`src/rtl/viterbi_ber_monitor.sv`:
```
// Post-decode BER monitor: delays each transmitted bit by the decoder latency,
// compares it with the decoded bit, and gathers error/burst/channel statistics per window.
module viterbi_ber_monitor #(
    parameter int DEC_LAT = 35,
    parameter int SKIP    = 8,
    parameter int WINDOW  = 256,
    parameter int CW      = 16,
    parameter int THRESH  = 0
) (
    input  logic          clk,
    input  logic          rst,
    input  logic          start_i,
    input  logic          tx_en_i,
    input  logic          tx_bit_i,
    input  logic          rx_bit_i,
    input  logic          chan_en_i,
    input  logic [1:0]    chan_tx_i,
    input  logic [1:0]    chan_rx_i,
    output logic          busy_o,
    output logic          done_o,
    output logic          fail_o,
    output logic [CW-1:0] bit_ct_o,
    output logic [CW-1:0] err_ct_o,
    output logic [CW-1:0] chan_err_ct_o,
    output logic [CW-1:0] max_burst_o
);

    localparam int SW = (SKIP > 0) ? $clog2(SKIP + 1) : 1;
    localparam int WW = $clog2(WINDOW + 1);
    localparam logic [SW-1:0] SKIP_END = SW'(SKIP);
    localparam logic [WW-1:0] WIN_END  = WW'(WINDOW);
    localparam logic [CW:0]   THRESH_W = (CW + 1)'(THRESH);

    typedef enum logic [1:0] {
        ST_IDLE,
        ST_SKIP,
        ST_COUNT,
        ST_DONE
    } state_t;

    state_t state_q, state_d;

    logic [DEC_LAT-1:0] dly_en_q, dly_en_d;
    logic [DEC_LAT-1:0] dly_bit_q, dly_bit_d;

    logic [SW-1:0] skip_ct_q, skip_ct_d;
    logic [WW-1:0] win_ct_q, win_ct_d;
    logic [CW-1:0] bit_ct_q, bit_ct_d;
    logic [CW-1:0] err_ct_q, err_ct_d;
    logic [CW-1:0] chan_err_ct_q, chan_err_ct_d;
    logic [CW-1:0] max_burst_q, max_burst_d;
    logic [CW-1:0] run_ct_q, run_ct_d;
    logic          busy_q, busy_d;
    logic          done_q, done_d;
    logic          fail_q, fail_d;

    logic       cmp_v;
    logic       ref_bit;
    logic       mis;
    logic [1:0] chan_diff;
    logic [1:0] chan_pop;

    // Saturating add of a 0..3 increment; the extra carry bit detects overflow.
    function automatic logic [CW-1:0] sat_add(input logic [CW-1:0] a, input logic [1:0] b);
        logic [CW:0] s;
        s = {1'b0, a} + (CW + 1)'(b);
        return s[CW] ? {CW{1'b1}} : s[CW-1:0];
    endfunction

    always_comb begin
        dly_en_d  = (dly_en_q << 1) | DEC_LAT'(tx_en_i);
        dly_bit_d = (dly_bit_q << 1) | DEC_LAT'(tx_bit_i);
    end

    assign cmp_v     = dly_en_q[DEC_LAT-1];
    assign ref_bit   = dly_bit_q[DEC_LAT-1];
    assign mis       = cmp_v & (ref_bit ^ rx_bit_i);
    assign chan_diff = chan_tx_i ^ chan_rx_i;
    assign chan_pop  = {chan_diff[1] & chan_diff[0], chan_diff[1] ^ chan_diff[0]};

    always_comb begin
        state_d       = state_q;
        skip_ct_d     = skip_ct_q;
        win_ct_d      = win_ct_q;
        bit_ct_d      = bit_ct_q;
        err_ct_d      = err_ct_q;
        chan_err_ct_d = chan_err_ct_q;
        max_burst_d   = max_burst_q;
        run_ct_d      = run_ct_q;

        // A restart pulse overrides any compare or channel event in the same cycle.
        if (start_i) begin
            skip_ct_d     = '0;
            win_ct_d      = '0;
            bit_ct_d      = '0;
            err_ct_d      = '0;
            chan_err_ct_d = '0;
            max_burst_d   = '0;
            run_ct_d      = '0;
            state_d       = (SKIP == 0) ? ST_COUNT : ST_SKIP;
        end else begin
            case (state_q)
                ST_IDLE: ;
                ST_SKIP: begin
                    if (cmp_v) begin
                        skip_ct_d = skip_ct_q + SW'(1);
                        if (skip_ct_d == SKIP_END) state_d = ST_COUNT;
                    end
                end
                ST_COUNT: begin
                    if (cmp_v) begin
                        win_ct_d = win_ct_q + WW'(1);
                        bit_ct_d = sat_add(bit_ct_q, 2'd1);
                        err_ct_d = sat_add(err_ct_q, {1'b0, mis});
                        run_ct_d = mis ? sat_add(run_ct_q, 2'd1) : '0;
                        if (run_ct_d > max_burst_q) max_burst_d = run_ct_d;
                        if (win_ct_d == WIN_END) state_d = ST_DONE;
                    end
                    if (chan_en_i) chan_err_ct_d = sat_add(chan_err_ct_q, chan_pop);
                end
                ST_DONE: ;
                default: state_d = ST_IDLE;
            endcase
        end

        busy_d = (state_d == ST_SKIP) || (state_d == ST_COUNT);
        done_d = (state_d == ST_DONE);
        fail_d = done_d && ({1'b0, err_ct_d} > THRESH_W);
    end

    always_ff @(posedge clk) begin
        if (rst) begin
            state_q       <= ST_IDLE;
            dly_en_q      <= '0;
            dly_bit_q     <= '0;
            skip_ct_q     <= '0;
            win_ct_q      <= '0;
            bit_ct_q      <= '0;
            err_ct_q      <= '0;
            chan_err_ct_q <= '0;
            max_burst_q   <= '0;
            run_ct_q      <= '0;
            busy_q        <= 1'b0;
            done_q        <= 1'b0;
            fail_q        <= 1'b0;
        end else begin
            state_q       <= state_d;
            dly_en_q      <= dly_en_d;
            dly_bit_q     <= dly_bit_d;
            skip_ct_q     <= skip_ct_d;
            win_ct_q      <= win_ct_d;
            bit_ct_q      <= bit_ct_d;
            err_ct_q      <= err_ct_d;
            chan_err_ct_q <= chan_err_ct_d;
            max_burst_q   <= max_burst_d;
            run_ct_q      <= run_ct_d;
            busy_q        <= busy_d;
            done_q        <= done_d;
            fail_q        <= fail_d;
        end
    end

    assign busy_o        = busy_q;
    assign done_o        = done_q;
    assign fail_o        = fail_q;
    assign bit_ct_o      = bit_ct_q;
    assign err_ct_o      = err_ct_q;
    assign chan_err_ct_o = chan_err_ct_q;
    assign max_burst_o   = max_burst_q;

endmodule

```
`config.mk`:
```
export PLATFORM = sky130hd
export DESIGN_NAME = viterbi_ber_monitor
export DESIGN_NICKNAME = d
export VERILOG_FILES = /design/src/rtl/viterbi_ber_monitor.sv
export SDC_FILE = /design/constraint.sdc
export NUM_CORES = 1
export LEC_CHECK = 0
export BUFFER_PORTS_ARGS = -buffer_cell sky130_fd_sc_hd__buf_2
export CORE_MARGIN = 5
export CORE_UTILIZATION = 35
export CTS_CLUSTER_SIZE = 28
export DETAILED_ROUTE_END_ITERATION = 8
export PLACE_DENSITY = 0.53
export SLEW_MARGIN = 10
export SYNTH_ARGS = -nofsm -noshare
export SYNTH_HDL_FRONTEND = slang
export SYNTH_SLANG_ARGS = --single-unit
```
`constraint.sdc`:
```
create_clock -name clk -period 4.2 [get_ports clk]
set_clock_uncertainty 0.1 [all_clocks]
set_input_delay 0.84 -clock clk [delete_from_list [all_inputs] [get_ports clk]]
set_output_delay 0.84 -clock clk [all_outputs]
set_load 0.02 [all_outputs]
```
* Word level (Yosys, flattened, before mapping)
Index checks and enable logic that the tools add are counted.
** Storage, ports and cells
- Register bits after elaboration :: 168
- Input bits :: 11
** Cells by class
- Add/sub/neg operators :: 6
- Bitwise operators :: 7
- Eq/ne operators :: 7
- Order comparisons :: 2
- Reductions and logical operators :: 7
- Mux-type cells :: 14
** Operators by type and width (count)
- two-way mux 16 bit :: 8
- OR 35 x 1 -> 35 bit :: 2
- adder 16 x 1 -> 17 bit (second input constant) :: 2
- adder 16 x 1 -> 17 bit :: 1
- adder 16 x 2 -> 17 bit :: 1
- > comparator 16 x 1 -> 1 bit (second input constant) :: 1
- > comparator 16 bit :: 1
- two-way mux 2 bit :: 5
- adder 9 x 1 -> 9 bit (second input constant) :: 1
- equality test 9 bit (second input constant) :: 1
- equality test 2 bit (second input constant) :: 3
- AND reduction 2 bit :: 3
- adder 4 x 1 -> 4 bit (second input constant) :: 1
- equality test 2 x 1 -> 1 bit (second input constant) :: 2
- equality test 4 bit (second input constant) :: 1
- one-hot mux 2 bit (2 select lines) :: 1
- AND reduction 3 bit :: 1
- AND 1 bit :: 2
- OR reduction 2 bit :: 1
- bitwise XOR 1 bit :: 2
- bitwise XOR 2 bit :: 1
- logical AND 1 bit :: 1
- logical OR 1 bit :: 1

* Longest topological paths before layout
Gate-level depths: netlist (run 1).
- Word-level depth :: 9
- Mapped depth :: 15
- Mapped depth without buffers :: 14

* Worst setup path after synthesis (run 1)
No wires, ideal clock.
- Kind :: input -> register
- Start point :: input rx_bit_i
- End point :: register max_burst_q[12] (netlist: max_burst_o[12])
- Buffers on the path :: 2
- Slack :: 920 ps
- Setup time :: 70 ps
- Arrival time :: 3109 ps
- Cell stages on the path :: 12
- Path through :: xor2_1 nand2_1 clkbuf_1 nor2_1 ha_1 nand3_1 nor3_1 nand2_1 o211ai_1 clkbuf_1 nand3_1 a21oi_1
** Between the ends
- Word-level cells in the longest chain between the ends :: 5
** Ends and longest elaborated chain
- start, declared :: RTL line 15 : input logic rx_bit_i,
- bitwise XOR 1 bit (*) :: RTL line 77 : assign mis = cmp_v & (ref_bit ^ rx_bit_i);
- AND 1 bit (*) :: RTL line 77
- two-way mux 16 bit (*) :: RTL line 115 : run_ct_d = mis ? sat_add(run_ct_q, 2'd1) : '0;
- > comparator 16 bit :: RTL line 116 : if (run_ct_d > max_burst_q) max_burst_d = run_ct_d;
- AND reduction 3 bit (no line)
- end signal, assigned :: RTL line 155 : max_burst_q <= max_burst_d;
- end, declared :: RTL line 51 : logic [CW-1:0] max_burst_q, max_burst_d;
Every way passes the cells marked *; elsewhere a longest branch is shown, timed or not.
A chain may end at the register's enable or synchronous reset.

* Worst setup path in the final report (run 1)
- Start point :: register run_ct_q[0]
- End point :: register max_burst_q[0] (netlist: max_burst_o[0])
** Between the ends
- Word-level cells in the longest chain between the ends :: 5
** Ends and longest elaborated chain
- start, declared :: RTL line 52 : logic [CW-1:0] run_ct_q, run_ct_d;
- start signal, assigned :: RTL line 156 : run_ct_q <= run_ct_d;
- adder 16 x 1 -> 17 bit (*) :: RTL line 66 : s = {1'b0, a} + (CW + 1)'(b);
- two-way mux 16 bit (*) :: RTL line 67 : return s[CW] ? {CW{1'b1}} : s[CW-1:0];
- two-way mux 16 bit (*) :: RTL line 115
- > comparator 16 bit :: RTL line 116
- AND reduction 3 bit (no line)
Marked as above.

==> results of run 1 <==
==> placed cells by master (no fill, tap or decap), types with 2 or more instances in the layout <==
cell	n
or3_1	4
clkinvlp_4	2
dfxtp_1	168
nor3_1	21
buf_2	77
a211oi_1	6
nor2b_1	76
inv_8	3
a21o_1	3
bufinv_16	2
and4_1	4
a221oi_1	2
clkbuf_16	17
buf_4	16
xor2_1	41
and3_1	6
a21oi_1	94
o211ai_1	3
nor4_1	8
inv_6	6
xnor2_1	14
nor2_2	2
o21ai_0	29
nor2_1	46
nand3b_1	2
a31oi_1	5
nand3_1	48
nand2_1	77
nand4_1	20
or2_2	7
and2_1	2
ha_1	29
inv_1	28
nand2b_1	3
o211a_1	3
nor3b_1	2
==> synthesized netlist by cell type, types with 7 or more instances <==
| cell | instances | area share |
|---|---|---|
| o21ai_0 | 29 | 0.020 |
| nand2_1 | 77 | 0.040 |
| a21oi_1 | 94 | 0.066 |
| xor2_1 | 41 | 0.050 |
| or2_2 | 7 | 0.0061 |
| nand4_1 | 20 | 0.017 |
| nor3_1 | 21 | 0.015 |
| ha_1 | 29 | 0.051 |
| nor2_1 | 46 | 0.024 |
| xnor2_1 | 14 | 0.017 |
| dfxtp_1 | 168 | 0.47 |
| inv_1 | 28 | 0.015 |
| nor4_1 | 8 | 0.0070 |
| nand3_1 | 48 | 0.034 |
| clkbuf_1 | 30 | 0.016 |
| nor2b_1 | 76 | 0.066 |
==> layer usage <==
layer | global-route usage | up-vias
li1 | - | 2939
met1 | 0.198 | 2664
met2 | 0.211 | 81
met3 | 0.0317 | 21
met4 | 0.0475 | 0
met5 | 0 | -
==> worst max-delay path by stage <==
stage                     slack [ns]   startpoint  cells after the start         endpoint
after detailed placement        0.27  run_ct_q[0]                     14   max_burst_o[8]
after global routing            0.13  run_ct_q[0]                     13  max_burst_o[11]
after floorplan                 0.92     rx_bit_i                     12  max_burst_o[12]
after global placement          0.39     rx_bit_i                     12  max_burst_o[15]
after CTS                       0.26  run_ct_q[0]                     14   max_burst_o[8]
final                           0.52  run_ct_q[0]                     13   max_burst_o[0]
==> what timing repair did <==
| action | in CTS | in global routing |
|---|---|---|
| endpoints found under the setup margin | 0 | 9 |
| gates resized for setup | 0 | 1 |
| hold buffers | 0 | 0 |
| buffers inserted | 0 | 2 |
==> cell families (layout without fill, tap and decap cells) <==
logic type,after synthesis,after routing,synth area share
AND/OR/NAND/NOR,336,336,0.247
XOR/XNOR,55,55,0.0674
AO/OA/AOI/OAI,154,154,0.122
flip-flops,168,168,0.470
buffers and inverters,67,154,0.0378
adder cells (fa/ha/maj),30,30,0.0535
multiplexers,2,2,0.00297
==> final cells by class <==
cell class,count,area [um2],share of cell area
inverters,28,105,0.0124
flip-flops and latches,168,3360,0.398
clock inverters,14,178,0.0210
clock buffers,18,429,0.0507
repair buffers,94,526,0.0621
multi-input cells,577,3520,0.416
well taps,270,338,0.0399
==> critical path, delay by kind of cell, from the launching register on <==
family          cells  cell delay (ns)
buf+inv             1             0.11
compound gates      3             0.97
fa+ha+maj           2             0.52
flops               1             0.39
simple gates        7             1.53
==> where the power goes <==
| part | leakage [uW] | total, uW | switching, uW | internal, uW |
|---|---|---|---|---|
| combinational | 0.00157 | 52.8 | 37.9 | 14.8 |
| sequential | 0.00135 | 1600 | 1.25 | 1600 |
| clock | 0.000291 | 1610 | 702 | 905 |
==> flip-flops by register name, indices dropped and copies added, names as in the netlist, 9 cells and up <==
| register | count |
|---|---|
| bit_ct_o | 16 |
| chan_err_ct_o | 16 |
| dly_bit_q | 35 |
| dly_en_q | 35 |
| err_ct_o | 16 |
| max_burst_o | 16 |
| run_ct_q | 16 |
| win_ct_q | 9 |
==> metrics by stage <==
step	cells	hold WS [ns]	setup slack (ns)	util
3_3_place_gp	1135	0.315	0.387	0.388
4_1_cts	1167	0.337	0.260	0.419
2_1_floorplan	812	0.314	0.920	-
3_5_place_dp	1135	0.322	0.267	0.388
5_1_grt	1169	0.355	0.133	0.419
6_report	1169	0.334	0.515	0.419
==> impl_summary.md, run 1 <==
Run status
The flow ran to the end, and the final reports show no timing, DRC or antenna violations.

Floorplanning
Measured along the x axis, the die boundary spans 153 um. The row count is 52. The die covers 23400 um2. During I/O placement, the number of pins put on the boundary was 78. The die height is 153 um. The placeable core area is 20200 um2. For this configuration, the core starts out at a cell density of 0.355.

Detailed routing
The final antenna-violating net count is 0. The detailed router put a total of 8.09 mm of wire on met1. The routed wire length per instance is 13.7 um. The via density per instance is 4.88. The detailed router placed 5705 vias in this run. The count of TritonRoute iterations in the first routing pass is 4. The detailed router finished its first iteration with 327 violations. The final routed wirelength across all metal layers is 16.1 mm. Signal routing reaches up to met4.

Detailed routing placed a total of 693 um of wire on met3. The total length of routed met2 wires is 7.04 mm. In the routed design, unresolved DRC markers number 0.

Critical path
The worst register-to-register path begins at run_ct_q[0]. For this run, the slowest stage of the critical path takes 0.43 ns. The most numerous cell type found on the critical path is nand3_1. The worst setup path is captured at a flip-flop.

By startpoint and endpoint, the worst setup path is classified as flip-flop to flip-flop. STA puts the critical path data required time at 4.46 ns. The endpoint of the most critical register-to-register path is max_burst_o[0].

The worst register-to-register path has a depth of 13. Traced cell by cell, the critical path runs through ha_1, nand3_1, nor2_2, nand3_1, o311ai_1, inv_1, ha_1, nand3_1, nor3_1, nand2_1, o211a_1, or3_1, a21oi_1. STA classifies the critical path startpoint as a flip-flop. For this design, the slowest cell found on the critical path is o211a_1.

The critical path data arrival time is 3.94 ns. The worst register-to-register path has a setup slack of 0.52 ns. The maximum net fanout on the critical path is 17.

CTS
The CTS tree is yes. The cell sitting at the root of the clock tree is a clkbuf_16. Buffers inserted during clock tree synthesis total 17. Clock-pin slew was measured on the worst setup and hold paths at 0.07 ns. The latest clock arrival within the worst-skew pair is 0.43 ns.

Counting along the longest clock path gives a buffer depth of 2. The clock sink count is 168. The H-tree was split into 4 levels.

Yosys
The number of synthesis warnings is 0. The flip-flop cell with the highest count after synthesis is dfxtp_1. Synthesis produced a netlist whose cell count is 812. The net count after synthesis is 853. The sequential share of the synthesized area is 0.470.

For this run, asynchronously set or reset flops after synthesis account for 0. Counting flops with a built-in enable in the synthesized netlist gives 0. In this run the mean area of a mapped cell was 8.81 um2. In this run the cell area of the synthesized design comes to 7150 um2. The flip-flop and latch count after synthesis is 168.

Synthesis instantiated 55 different standard cells from the library.

STA
The shortest clock period the worst path allows after layout is 3.68 ns. Static timing analysis puts the maximum clock frequency at 271 MHz. The max-slew violation count is 0. Setup repair after global routing left no endpoint under its margin. The number of endpoints with negative hold slack in the final report is 0. The headroom to the max-slew limit is 0.299. The total negative slack is 0 ns. The transition time at the pin with the least slew margin is 1.05 ns. The setup violation total in the final timing report is 0. The final cycle utilization of the critical path is 0.877.

Finish
The number of antenna repair diodes is 0. The area of all placed cells without fillers is 8460 um2. Relative to the synthesized area, the layout overhead comes to 18.2%. The number of filler cells placed in the layout is 2051. The final layout contains 927 nets.

The fraction of layout instances using a drive strength above 1 is 0.159.

Place
The port buffer count is 77. The total placed instance area is 7840 um2. Once detailed placement completed, the half-perimeter wirelength came to 11.0 mm.

The final weighted congestion in routability-driven placement is 0.848.

Global route
The global router's overall resource usage is 0.140. The wire length of the first global-routing pass is 27.3 mm. The via count of the first global-routing pass is 5395. The initial antenna violation count was 0.

The maximum number of pins on one net before global-route repair is 77. Summed over all layers, the global routing overflow is 0.

Hold path
For hold timing, the worst endpoint is dly_bit_q[18]. The tightest min-delay check is of the flip-flop to flip-flop type. In this run the most critical hold path is launched from dly_bit_q[17].

The count of cells along the worst hold path is 1.

Run
The tool flagged a number of max-cap violations equal to 0.

Pwr
The ratio of total power to cell area is 385 nW/um2. In this run the static leakage power is 0.00322 uW. The maximum vdd drop is 0.000285 V. The design draws 3260 uW.
No activity file was read; power rests on OpenSTA's default activity.
==> inputs of run 2 (changes only) <==
PLACE_DENSITY = 0.55   (was 0.53)
clock period = 3 ns   (was 4.2 ns; I/O delays follow)
==> run 2 against run 1 <==
  * Wire length rose by 1.1%
  * Fmax grew 27%
  * Global-route usage is 0.26 points lower
  * Largest power group unchanged
==> impl_summary.md, run 2 (synthesis gave the netlist of run 1 again) <==
CTS
The H-tree generated during clock tree synthesis spans 4 levels. The number of CTS-inserted buffers is 17. The number of hold buffers added after CTS was 0. The latest clock arrival within the worst-skew pair is 0.41 ns. Clock-pin slew was measured on the worst setup and hold paths at 0.06 ns. Counting along the longest clock path gives a buffer depth of 2.

The clock sink count is 168. In this run the clock root is driven by a clkbuf_16. TritonCTS built the clock tree.

Detailed routing
After detailed routing, the number of remaining DRC violations is 0. The via density per instance is 4.77. The count of TritonRoute iterations in the first routing pass is 4. The via count of the routed design is 5826. The final routed wirelength across all metal layers is 16.2 mm. In this run, the number of DRC markers left after iteration 0 of detailed routing was 226. The final antenna-violating net count is 0. Dividing the detail-routed wire length by the instance count gives 13.3 um.

STA
The worst pin sits at a relative slew slack of 0.513. Adding up every negative setup slack in the final design gives 0 ns. The max-slew violation count is 0. The number of endpoints with negative hold slack in the final report is 0. The final cycle utilization of the critical path is 0.966. Counting I/O delays and the setup requirement, the final critical path takes 2.90 ns. The highest clock frequency the design can meet is 345 MHz. Setup repair after global routing could not meet its margin everywhere.

The setup violation total in the final timing report is 0. The transition time at the pin with the least slew margin is 0.728 ns.

Global route
Across every metal layer, demand over resource in global routing totals 0.137. Summed over all layers, the global routing overflow is 0. The via count of the first global-routing pass came to 5532. The initial antenna violation count is 0. The first global-routing pass estimated 27.2 mm of wire. Entering global routing, the biggest net connects 52 pins.

Critical path
The required arrival time at the worst endpoint is 3.25 ns. The critical path starts at run_ct_q[0]. The maximum net fanout on the critical path is 5.

The slowest stage cell on the critical path is dfxtp_4. Data on the critical path arrives at its endpoint at 3.15 ns. On the worst path, the slowest cell contributes a delay of 0.37 ns. The worst reg2reg path startpoint is run_ct_q[0]. The critical path in this run is classified as flip-flop to flip-flop. STA classifies the critical path startpoint as a flip-flop. Traced cell by cell, the critical path runs through ha_4, nand3_2, nor2_4, nand3_2, o311ai_4, inv_2, ha_4, nand3_4, nor3_4, nand2_2, o211a_4, or3_1, a21oi_1.

The number of cells on the worst reg-to-reg path is 13. The endpoint type of the worst setup path is a flip-flop.

Finish
Summing all multi-input logic gate instances after layout gives 3710 um2. Leaving out fill and tap cells, the most frequent cell in the layout is dfxtp_1. The finished layout holds 1222 standard cells, fillers aside.

The count of nets after finishing is 981. The fraction of layout instances using a drive strength above 1 is 0.243. Leaving out fill and tap cells, the most frequent cells in the layout are dfxtp_1, a21oi_1, buf_2.

The area of all placed cells without fillers is 9100 um2. Summing all flip-flop and latch instances after layout gives 3370 um2. The layout-stage area growth over the synthesis result is 27.3%. The largest registers in the layout are dly_bit_q (35), dly_en_q (35). At the end of the flow the core is filled with cells to 0.451. The number of filler cells placed in the layout is 2001.

Place
The congestion estimate from routability-driven global placement came to 0.811. The post-detailed-placement half-perimeter wirelength is 11.5 mm. In this run, placement finished with an instance count of 1184.

Port buffering added 77 buffers. The total placed instance area is 8220 um2.

Floorplanning
For this configuration, the core starts out at a cell density of 0.355. The die height is 153 um. 78 I/O pins were placed. In this run the standard cell core region covers 20200 um2. The die is 153 um wide. The die covers 23400 um2. The row count is 52.

Pwr
In this run the static leakage power is 0.00352 uW. The ratio of total power to cell area is 510 nW/um2. Across the VDD grid, the largest voltage drop is 0.000391 V.

Hold path
The path class of the tightest hold or removal check is input pin to flip-flop. Along the worst hold path, the cell count comes to 2. In this run the most critical hold path is launched from tx_bit_i.

Run
Across the run, the number of max-cap violations was 0.

Run status
The run finished with clean final reports.
run 2: metal layers:
| layer | global-route usage | part of all wire |
|---|---|---|
| met2 | 0.206 | 0.43 |
| met3 | 0.0376 | 0.050 |
| met4 | 0.0479 | 0.013 |
| met5 | 0 | 0 |
| met1 | 0.190 | 0.50 |
run 2: worst max-delay path: cells and delay by family (launching register included):
| family | cells | cell delay (ns) |
|---|---|---|
| buffers and inverters | 1 | 0.09 |
| AND/OR/NAND/NOR | 7 | 1.13 |
| adder cells (fa/ha/maj) | 2 | 0.43 |
| flip-flops | 1 | 0.37 |
| AO/OA/AOI/OAI | 3 | 0.70 |
run 2: layout make-up:
cell class / instances / area share
Timing Repair Buffer: 148 / 0.104
Multi-Input combinational cell: 577 / 0.408
Sequential cell: 168 / 0.370
Clock inverter: 10 / 0.0184
Tap cell: 270 / 0.0371
Inverter: 28 / 0.0115
Clock buffer: 20 / 0.0513
Antenna cell: 1 / 0.000275
run 2: stage by stage:
stage          setup slack, ns  hold slack (ns)  power [uW]
4_1_cts                0.00285            0.274        4730
5_1_grt                -0.0549            0.313        4820
3_5_place_dp            -0.255            0.320        2370
3_3_place_gp            -0.238            0.317        2370
6_report                 0.101            0.293        4650
2_1_floorplan         -0.00301            0.314        2340
run 2: path summary, 6_finish.rpt:
check	to	slack (ns)
setup / recovery	max_burst_o[0]	0.10
hold / removal	dly_bit_q[0]	0.29
setup reg to reg	max_burst_o[0]	0.10
hold reg to reg	dly_bit_q[23]	0.33
run 2: what timing repair did:
item	CTS	global route
gates resized for setup	8	52
buffers inserted	1	4
cloned	0	2
pin swaps	4	28
endpoints found under the setup margin	16	17
run 2: power by group:
| part | internal, uW | leakage, uW | total [uW] | switching, uW |
|---|---|---|---|---|
| Combinational | 23.3 | 0.00186 | 77.0 | 53.7 |
| Clock | 1460 | 0.000309 | 2330 | 875 |
| Sequential | 2230 | 0.00136 | 2240 | 1.77 |
| Total | 3720 | 0.00352 | 4650 | 931 |
==> inputs of run 3 (changes only) <==
CORE_UTILIZATION = 53   (was 35)
PLACE_DENSITY = 0.77   (was 0.55)
==> run 3 against run 2 <==
  * Register-to-register slack lost 0.18 ns
  * Sequential cell count stayed put
  * The run now ends with setup timing left
  * Clock-buffer cell count fell by 2
  * Sequential power barely moved
  * Fmax shrank 5.7%
  * Sequential share of layout area shrank 0.10 points
  * Combinational power up 0.6%
==> impl_summary.md, run 3 (synthesis gave the netlist of run 1 again) <==
Finish
The area taken by multi-input logic gates is 3940 um2. The filler cells instantiated in the layout total 981. The sequential cells in the finished layout cover a total of 3370 um2. The leading cell type in the layout, fill and taps excluded is dfxtp_1. In the layout the commonest cells are dfxtp_1, buf_2, a21oi_1, nor2b_1, nand2_1.

The count of nets after finishing is 971. The number of antenna repair diodes is 0. In the final layout, the share of cells above drive strength 1 is 0.272.

The largest registers in the layout are dly_bit_q (35), dly_en_q (35). Compared with the post-synthesis result, the final layout area differs by 27.8%.

Critical path
The endpoint type of the worst setup path is a flip-flop. Across all register-to-register paths, the minimum setup slack is -0.07 ns. The maximum net fanout on the critical path is 7. By startpoint and endpoint, the worst setup path is classified as flip-flop to flip-flop.

For the worst setup path, the data required time is 3.25 ns. STA puts the critical path data arrival time at 3.32 ns. STA classifies the critical path startpoint as a flip-flop.

STA
Setup violations remaining at the end of the flow were counted as 15. The shortest clock period the worst path allows after layout is 3.07 ns. At the pin with the least slew margin, the transition time is 0.633 ns. The max-slew violation count is 0. The number of endpoints with negative hold slack in the final report is 0.

Hold timing on the final database bottoms out at a slack of 0.281 ns. Setup repair after global routing could not meet its margin everywhere. The final cycle utilization of the critical path is 1.02. The setup slack after layout is -0.0748 ns. Timing would allow up to 325 MHz. Headroom to the max-slew limit came out at 0.576.

CTS
The clock sink count is 168. Counting the buffers created by CTS gives 17. TritonCTS built the clock tree. The latest clock arrival within the worst-skew pair is 0.43 ns.

The clock input transition at the sequential cells of the worst setup and hold paths is 0.06 ns. The hold buffer count at CTS is 0. The root buffer cell chosen for the clock tree is clkbuf_16. The maximum count of clock buffers along a single path is 2.

The H-tree was split into 4 levels.

Global route
Across every metal layer, demand over resource in global routing totals 0.194. The via count of the first global-routing pass is 5435. The first global-routing pass estimated 26.0 mm of wire. The initial antenna violation count came to 1. For this run the aggregate overflow at the end of global routing stands at 0. The maximum number of pins on one net before global-route repair is 59.

Detailed routing
Dividing the detail-routed wire length by the instance count gives 15.2 um. Using the TritonRoute via totals, the vias-per-cell ratio works out to 5.38. The via count of the routed design is 6005.

The final antenna-violating net count is 0. The final routed wirelength across all metal layers is 17.0 mm. The DRC violation total after the first TritonRoute iteration is 443. The post-detailed-route DRC marker count is 0. The count of TritonRoute iterations in the first routing pass is 5.

Floorplanning
The die covers 15900 um2. The core region is 13200 um2. The row count is 42.

Measured along the y axis, the die boundary spans 126 um. From left edge to right edge, the die measures 126 um. During I/O placement, the number of pins put on the boundary was 78. The initial standard-cell utilization of the core is 0.540.

Pwr
IR analysis of the VDD net gives a maximum drop of 0.000408 V. The completed layout was analyzed and its total power is 4480 uW. The ratio of total power to cell area is 491 nW/um2. The cell leakage power is 0.00348 uW.

Place
Routability-driven placement finished with a final weighted congestion of 0.888. The post-detailed-placement half-perimeter wirelength is 10.5 mm. The port buffer count is 77.

Hold path
The classification of the worst-slack hold path is input pin to flip-flop.

Run
The number of max-cap violations is 0.

Run status
The final reports fail on setup timing. The flow ran to the end, but the final reports show violations.
## run 3: cell types whose count changed in the layout (fill, tap and decap cells not counted), sizes merged
cell      delta
clkinv       +1
clkinvlp     +1
diode        -1
bufinv       -2
clkbuf       -1
inv          +2
buf         -11
## run 3: path summary, 6_finish.rpt
| path | from | to | cells after the start |
|---|---|---|---|
| max | run_ct_q[0] | max_burst_o[4] | 14 |
| max reg2reg | run_ct_q[0] | max_burst_o[4] | 14 |
| min | tx_en_i | dly_en_q[0] | 2 |
| min reg2reg | dly_en_q[9] | dly_en_q[10] | 1 |
## run 3: area by class of cell
cell class                 instances  share of cell area
clock buffer                      18              0.0481
clock inverter                    12              0.0157
inverter                          28              0.0115
multi-input combinational        577               0.431
sequential                       168               0.369
tap                              176              0.0241
timing repair buffer             138               0.100
## run 3: what timing repair did
item / CTS / global route
setup endpoints to repair: 16 / 16
pin swaps: 5 / 55
buffers inserted: 0 / 8
gates resized for setup: 13 / 92
gates cloned: 0 / 3
## run 3: worst max-delay path, cell delays in order, from the launching register on
cell,delay [ns]
dfxtp_4,0.37
buf_6,0.10
and4_4,0.21
and3_4,0.21
nand2_1,0.07
xor2_1,0.24
a21oi_4,0.09
ha_1,0.32
nand3_2,0.11
nor3_4,0.22
nand2_2,0.11
o211ai_1,0.34
buf_4,0.27
nand3_2,0.08
a21oi_1,0.16
## run 3: per-layer routing
metal / wire length, um / vias up / track usage
met3: 922 / 28 / 0.0525
li1: - / 3021 / -
met5: 11 / - / 0
met1: 7710 / 2776 / 0.274
met4: 240 / 2 / 0.0505
met2: 8130 / 178 / 0.297
## run 3: power by group
| part | total, uW | internal [uW] | switching, uW |
|---|---|---|---|
| combinational | 77.5 | 23.7 | 53.8 |
| sequential | 2240 | 2230 | 1.57 |
| clock | 2170 | 1250 | 915 |
| total | 4480 | 3510 | 971 |
## run 3: metrics by stage
stage / cell area (um2) / util / TNS [ns] / setup slack [ns] / instances
5_1_grt: 9140 / 0.690 / -2.68 / -0.206 / 1117
3_5_place_dp: 8020 / 0.606 / -3.45 / -0.242 / 1077
4_1_cts: 8650 / 0.653 / 0 / 0.0133 / 1107
6_report: 9140 / 0.690 / -0.493 / -0.0748 / 1117
2_1_floorplan: 7180 / - / -0.00301 / -0.00301 / 812
3_3_place_gp: 8020 / 0.606 / -2.30 / -0.158 / 1077
